**src/rtl/note_sequencer_if.sv**
```systemverilog
// note_sequencer_if
//   Bundles the sequencer's control inputs, song ROM bus and note output.
//   master : the sequencer (drives rom_addr and the note/status outputs)
//   slave  : the environment (drives tick/start/pause and the ROM data)
//   Signals: tick, start, pause, rom_addr[ADDR_W], rom_data[30],
//            note_trigger, note_data[18], playing, song_done, note_index[ADDR_W]
interface note_sequencer_if #(
    parameter int ADDR_W = 8
);
    logic              tick;
    logic              start;
    logic              pause;
    logic [ADDR_W-1:0] rom_addr;
    logic [29:0]       rom_data;
    logic              note_trigger;
    logic [17:0]       note_data;
    logic              playing;
    logic              song_done;
    logic [ADDR_W-1:0] note_index;

    modport master (
        input  tick, start, pause, rom_data,
        output rom_addr, note_trigger, note_data, playing, song_done, note_index
    );

    modport slave (
        output tick, start, pause, rom_data,
        input  rom_addr, note_trigger, note_data, playing, song_done, note_index
    );
endinterface

```
**src/rtl/note_sequencer.sv**
```systemverilog
// note_sequencer
//   Walks a synchronous song ROM and issues one note_trigger/note_data pulse
//   per note, spacing entries by their gap field counted in 10 ms ticks.
//   Ports:
//     clk, reset (async, active high)
//     bus.master : tick/start/pause in, rom_addr out / rom_data in,
//                  note_trigger, note_data {key,duration}, playing,
//                  song_done, note_index out
//   ROM entry: {key[29:24], duration[23:12], gap[11:0]}
module note_sequencer #(
    parameter int         ADDR_W   = 8,
    parameter logic [5:0] END_KEY  = 6'd63,
    parameter logic [5:0] REST_KEY = 6'd0
) (
    input  logic               clk,
    input  logic               reset,
    note_sequencer_if.master   bus
);
    typedef enum logic [2:0] {IDLE, FETCH, LATCH, ISSUE, GAP, DONE} state_t;

    state_t            state, state_n;
    logic [ADDR_W-1:0] addr_q, idx_q;
    logic [11:0]       gap_q, cnt_q;
    logic [17:0]       data_q;
    logic              trig_q, done_q, play_q;

    logic [5:0]        key;
    logic [11:0]       dur, gap;
    logic              tick_en;

    // Control strobes from the next-state logic to the datapath
    logic restart, latch, trig, finish, adv, addr_inc, cnt_clr, cnt_inc;

    assign key     = bus.rom_data[29:24];
    assign dur     = bus.rom_data[23:12];
    assign gap     = bus.rom_data[11:0];
    assign tick_en = bus.tick && !bus.pause;

    always_ff @(posedge clk or posedge reset) begin
        if (reset) state <= IDLE;
        else       state <= state_n;
    end

    always_comb begin
        state_n  = state;
        restart  = 1'b0;
        latch    = 1'b0;
        trig     = 1'b0;
        finish   = 1'b0;
        adv      = 1'b0;
        addr_inc = 1'b0;
        cnt_clr  = 1'b0;
        cnt_inc  = 1'b0;
        case (state)
            IDLE, DONE: begin
                if (bus.start) begin
                    restart = 1'b1;
                    state_n = FETCH;
                end
            end
            FETCH: state_n = LATCH;
            LATCH: begin
                latch = 1'b1;
                if (key == END_KEY) begin
                    finish  = 1'b1;
                    state_n = DONE;
                end else begin
                    // Trigger is registered here so it is high during ISSUE
                    trig    = (key != REST_KEY);
                    state_n = ISSUE;
                end
            end
            ISSUE: begin
                if (gap_q == '0) begin
                    adv = 1'b1;
                end else begin
                    cnt_clr = 1'b1;
                    state_n = GAP;
                end
            end
            GAP: begin
                if (tick_en) begin
                    if (cnt_q + 12'd1 == gap_q) adv     = 1'b1;
                    else                        cnt_inc = 1'b1;
                end
            end
            default: state_n = IDLE;
        endcase

        // Advance: the song ends at the last address rather than wrapping
        if (adv) begin
            if (addr_q == '1) begin
                finish  = 1'b1;
                state_n = DONE;
            end else begin
                addr_inc = 1'b1;
                state_n  = FETCH;
            end
        end

        // start mid-song restarts from entry 0 and overrides everything else
        if (bus.start && state != IDLE && state != DONE) begin
            restart  = 1'b1;
            latch    = 1'b0;
            trig     = 1'b0;
            finish   = 1'b0;
            addr_inc = 1'b0;
            cnt_inc  = 1'b0;
            cnt_clr  = 1'b1;
            state_n  = FETCH;
        end
    end

    always_ff @(posedge clk or posedge reset) begin
        if (reset) begin
            addr_q <= '0;
            idx_q  <= '0;
            gap_q  <= '0;
            cnt_q  <= '0;
            data_q <= '0;
            trig_q <= 1'b0;
            done_q <= 1'b0;
            play_q <= 1'b0;
        end else begin
            trig_q <= trig;
            done_q <= finish;
            if (restart) begin
                addr_q <= '0;
                play_q <= 1'b1;
            end else if (addr_inc) begin
                addr_q <= addr_q + 1'b1;
            end
            if (finish) play_q <= 1'b0;
            if (latch) begin
                idx_q <= addr_q;
                gap_q <= gap;
            end
            // note_data only changes on a real trigger, rests leave it alone
            if (trig) data_q <= {key, dur};
            if (cnt_clr)      cnt_q <= '0;
            else if (cnt_inc) cnt_q <= cnt_q + 12'd1;
        end
    end

    assign bus.rom_addr     = addr_q;
    assign bus.note_trigger = trig_q;
    assign bus.note_data    = data_q;
    assign bus.playing      = play_q;
    assign bus.song_done    = done_q;
    assign bus.note_index   = idx_q;
endmodule
```
**src/flat_wrapper.sv**
```systemverilog
// flat-port wrapper written by rule: the top's interface ports become plain ports
module note_sequencer_flat 
#(
    parameter int         ADDR_W   = 8,
    parameter logic [5:0] END_KEY  = 6'd63,
    parameter logic [5:0] REST_KEY = 6'd0
)
  (clk, reset, bus_tick, bus_start, bus_pause, bus_rom_data, bus_rom_addr, bus_note_trigger, bus_note_data, bus_playing, bus_song_done, bus_note_index);
  note_sequencer_if #(.ADDR_W(ADDR_W)) bus_i ();
  input  logic clk;
  input  logic reset;
  input wire logic [$bits(bus_i.tick)-1:0] bus_tick;
  input wire logic [$bits(bus_i.start)-1:0] bus_start;
  input wire logic [$bits(bus_i.pause)-1:0] bus_pause;
  input wire logic [$bits(bus_i.rom_data)-1:0] bus_rom_data;
  output wire logic [$bits(bus_i.rom_addr)-1:0] bus_rom_addr;
  output wire logic [$bits(bus_i.note_trigger)-1:0] bus_note_trigger;
  output wire logic [$bits(bus_i.note_data)-1:0] bus_note_data;
  output wire logic [$bits(bus_i.playing)-1:0] bus_playing;
  output wire logic [$bits(bus_i.song_done)-1:0] bus_song_done;
  output wire logic [$bits(bus_i.note_index)-1:0] bus_note_index;
  assign bus_i.tick = bus_tick;
  assign bus_i.start = bus_start;
  assign bus_i.pause = bus_pause;
  assign bus_i.rom_data = bus_rom_data;
  assign bus_rom_addr = bus_i.rom_addr;
  assign bus_note_trigger = bus_i.note_trigger;
  assign bus_note_data = bus_i.note_data;
  assign bus_playing = bus_i.playing;
  assign bus_song_done = bus_i.song_done;
  assign bus_note_index = bus_i.note_index;
  note_sequencer #(.ADDR_W(ADDR_W), .END_KEY(END_KEY), .REST_KEY(REST_KEY)) u_core (.clk(clk), .reset(reset), .bus(bus_i));
endmodule
```
**config.mk**
```make
export PLATFORM = sky130hd
export DESIGN_NAME = note_sequencer_flat
export DESIGN_NICKNAME = d
export VERILOG_FILES = /design/src/rtl/note_sequencer_if.sv /design/src/rtl/note_sequencer.sv /design/src/flat_wrapper.sv
export SDC_FILE = /design/constraint.sdc
export NUM_CORES = 1
export LEC_CHECK = 0
export CAP_MARGIN = 20
export CELL_PAD_IN_SITES_DETAIL_PLACEMENT = 0
export CELL_PAD_IN_SITES_GLOBAL_PLACEMENT = 1
export CORE_MARGIN = 5
export CORE_UTILIZATION = 39
export DETAILED_ROUTE_END_ITERATION = 6
export PLACE_DENSITY_LB_ADDON = 0.1
export SETUP_SLACK_MARGIN = 0.02
export SLEW_MARGIN = 10
export SYNTH_ARGS = -nofsm -noshare
export SYNTH_HDL_FRONTEND = slang
export SYNTH_SLANG_ARGS = --single-unit
```
**constraint.sdc**
```tcl
create_clock -name clk -period 3.4 [get_ports clk]
set_input_delay 0.34 -clock clk [delete_from_list [all_inputs] [get_ports clk]]
set_output_delay 0.34 -clock clk [all_outputs]
set_load 0.02 [all_outputs]
```
==> flow_metrics.py <==
metrics = {
    "run_status": {
        "status": "completed",
    },
    "floorplan": {
        "num_io_pins": 72,
        "row_count": 33,
        "die_h_um": 103,
        "dieArea_um2": 10600,
        "start_util_pct": 40.5,
        "core_area_um2": 8300,
        "dieWidth_um": 103,
    },
    "place": {
        "place.gp.congestion": 0.849,
        "placed_area_um2": 4190,
        "dp_hpwl_um": 6170,
        "dpl.cell_count": 506,
        "port_buffers": 71,
        "place_ws_ns": 0.418,
    },
    "timing": {
        "rsz0062_at_grt": "no",
        "slew_headroom_pct": 39.0,
        "setup_slack_ns": 0.403,
        "setup_tns_ns": 0,
        "max_freq_mhz": 334,
        "maxSlewViolCount": 0,
        "worst_slew_pin_slew_ns": 0.913,
        "min_period_ns": 3.00,
        "finalCritPeriodShare_pct": 88.2,
        "hold_violations": 0,
        "skew_ns": 0.0104,
        "setup_viol": 0,
    },
    "clock_tree": {
        "insertion_delay_ns": 0.33,
        "cts_root_buf": "clkbuf_8",
        "cts_resized": 0,
        "hold_buffers": 0,
        "post-cts-setup-buffer-count": 0,
        "clock_path_buffers": 2,
        "cts.sinks": 64,
        "cts_tree": "built",
        "h-tree-depth": 3,
        "clkTransAtPathRegs_ns": 0.07,
        "cts_buffers": 9,
    },
    "yosys": {
        "synth_top_cell_by_area": "dfrtp_1",
        "ys_top_cells_by_area": "dfrtp_1, mux2_2, nand2_1, xnor2_1, o21ai_0",
        "synth_top_cells_by_count": "dfrtp_1, nand2_1, mux2_2",
        "ys_seq_elements": 64,
        "synth_ff_type": "dfrtp_1",
        "synth_cell_type_count": 56,
        "syn-cell-area_um2": 3360,
        "async_flop_share_pct": 100,
        "ys_warn_count": 0,
        "seq_area_frac_synth_pct": 47.7,
        "syn_area_per_cell_um2": 10.0,
        "synth_enable_flop_cells": 0,
        "yosysTopAreaCellShare_pct": 47.7,
        "postSynthCellCount": 335,
        "synth_nets": 372,
        "yosys.cell_count.top_type": "dfrtp_1",
    },
    "hold_path": {
        "whs_path_depth": 2,
        "hold_path_startpoint": "u_core.bus.note_data[5]$_DFFE_PP0P_",
        "min_path_type": "reg2reg",
        "holdPathEnd": "u_core.bus.note_data[5]$_DFFE_PP0P_",
    },
    "finish": {
        "fin_area_um2": 4380,
        "syn_to_final_growth_pct": 30.4,
        "drive_gt1_share_pct": 14.7,
        "final_nets": 449,
        "n_fill_cell": 781,
        "stdcell_count": 521,
        "antennaDiodeCount": 0,
    },
    "worst_setup_path": {
        "critPathMaxStageDelay_ns": 0.47,
        "r2r_slack_ns": 0.40,
        "path_class": "reg2reg",
        "critPathMaxFanout": 14,
        "start_kind": "flip-flop",
        "cp_data_arrival_time_ns": 3.22,
        "crit_chain": "ha_1, xnor3_1, nand4_1, a2111o_1, a21oi_1, a41oi_2, and2b_1, mux2_2",
        "critPathCaptureType": "flip-flop",
        "crit_path_top_delay_cell": "dfrtp_1",
        "r2r_cells": 8,
        "r2r-start": "u_core.cnt_q[0]$_DFFE_PP0P_",
        "required_ns": 3.62,
        "rr_endpoint": "u_core.bus.rom_addr[2]$_DFFE_PP0P_",
    },
    "pwr": {
        "leakagePower_nw": 1.91,
        "p_per_area_nw_per_um2": 596,
        "irDropWorstVdd_v": 0.000339,
    },
    "detailed_routing": {
        "drc": 0,
        "wl_per_cell_um": 16.0,
        "ant_nets": 0,
        "drt-total-wl_um": 8320,
        "num_vias": 2750,
        "drt_first_iter_violations": 82,
        "drtPass1Iterations": 4,
        "viasPerCell": 5.28,
    },
    "global_routing": {
        "grt_max_degree": 45,
        "grt_pass1_vias": 2830,
        "antenna_found_initial": 0,
        "grt_util_all_layers_pct": 16.8,
        "grt_overflow": 0,
        "grt_pass1_wl_um": 13900,
    },
    "job": {
        "cap_viol_max_count": 0,
    },
}
-- where the power goes --
| part | switching [mW] | leakage, nW | total, mW | internal (mW) |
|---|---|---|---|---|
| logic | 0.442 | 0.987 | 0.877 | 0.435 |
| registers | 0.149 | 0.834 | 1.09 | 0.944 |
| clock network | 0.287 | 0.0925 | 0.641 | 0.354 |
| total | 0.878 | 1.91 | 2.61 | 1.73 |
-- worst max-delay path: cells and delay by family, from the launching register on --
| kind | cells | cell delay (ns) |
|---|---|---|
| xor+xnor | 1 | 0.30 |
| mux | 1 | 0.32 |
| simple gates | 2 | 0.42 |
| fa+ha+maj | 1 | 0.33 |
| compound gates | 3 | 1.06 |
| flops | 1 | 0.47 |
-- worst max path at each step --
stage	depth (start not counted)	to	start	slack (ns)
2_1_floorplan	10	u_core.bus.rom_addr[4]$_DFFE_PP0P_	u_core.cnt_q[0]$_DFFE_PP0P_	0.72
3_3_place_gp	8	u_core.bus.rom_addr[2]$_DFFE_PP0P_	u_core.cnt_q[0]$_DFFE_PP0P_	0.47
3_5_place_dp	8	u_core.bus.rom_addr[2]$_DFFE_PP0P_	u_core.cnt_q[0]$_DFFE_PP0P_	0.42
4_1_cts	8	u_core.bus.rom_addr[2]$_DFFE_PP0P_	u_core.cnt_q[0]$_DFFE_PP0P_	0.40
5_1_grt	8	u_core.bus.rom_addr[4]$_DFFE_PP0P_	u_core.cnt_q[0]$_DFFE_PP0P_	0.14
6_report	8	u_core.bus.rom_addr[2]$_DFFE_PP0P_	u_core.cnt_q[0]$_DFFE_PP0P_	0.40
-- registers in the layout (all words and copies together), names as in the netlist --
name and count:
u_core.cnt_q 12, u_core.bus.rom_addr 8, u_core.gap_q 12, u_core.bus.song_done 1, u_core.bus.note_index 8, u_core.bus.note_data 18
u_core.state 3, u_core.bus.playing 1, u_core.bus.note_trigger 1
-- final cells by class --
cell class              count  area, µm²  share of cell area, %
repair buffers             78        763                   17.4
well taps                 105        131                   3.00
multi-input cells         245       1640                   37.5
inverters                  14       52.6                   1.20
clock inverters             3       42.5                  0.971
clock buffers              12        145                   3.31
flip-flops and latches     64       1600                   36.6
-- layout by cell type, fill, tap and decap left out, drive strengths merged, types with 3 or more instances in the layout --
cell and n:
clkdlybuf4s50 71, dfrtp 64, nand2 62, mux2 25, o21ai 18, nor2 18
inv 13, nand3 13, clkbuf 12, o211ai 11, xnor2 10, nand4 10
or4 8, and3 8, xor2 8, nor3 8, buf 7, a21oi 6
nor2b 4, o221ai 4, nor4 4, o311ai 3
-- per-stage QoR --
stage               total power [mW]  util [%]  hold WS [ns]
floorplan                       1.60         -         0.445
global placement                1.99      50.5         0.456
detailed placement              2.00      50.5         0.464
CTS                             2.66      52.8         0.479
global route                    2.77      52.8         0.508
finish                          2.61      52.8         0.473
-- logic make-up (layout without fill, tap and decap cells) --
kind of cell | after synthesis | after routing | share of synthesized area (%)
and+or+nand+nor | 142 | 142 | 21.9
DFF | 64 | 64 | 47.7
AOI/OAI and AO/OA | 55 | 55 | 11.7
muxes | 27 | 27 | 8.98
buffers and inverters | 26 | 107 | 3.43
xor gates and xnor gates | 19 | 19 | 5.59
adders and majority gates | 2 | 2 | 0.745
-- metal layers --
metal	up-vias	wire length, µm	global-route usage (%)
li1	1352	-	-
met1	1321	3850	21.9
met2	62	3870	26.4
met3	15	388	4.40
met4	0	211	7.47
met5	-	0	0
(Power assumes the default switching activity.)
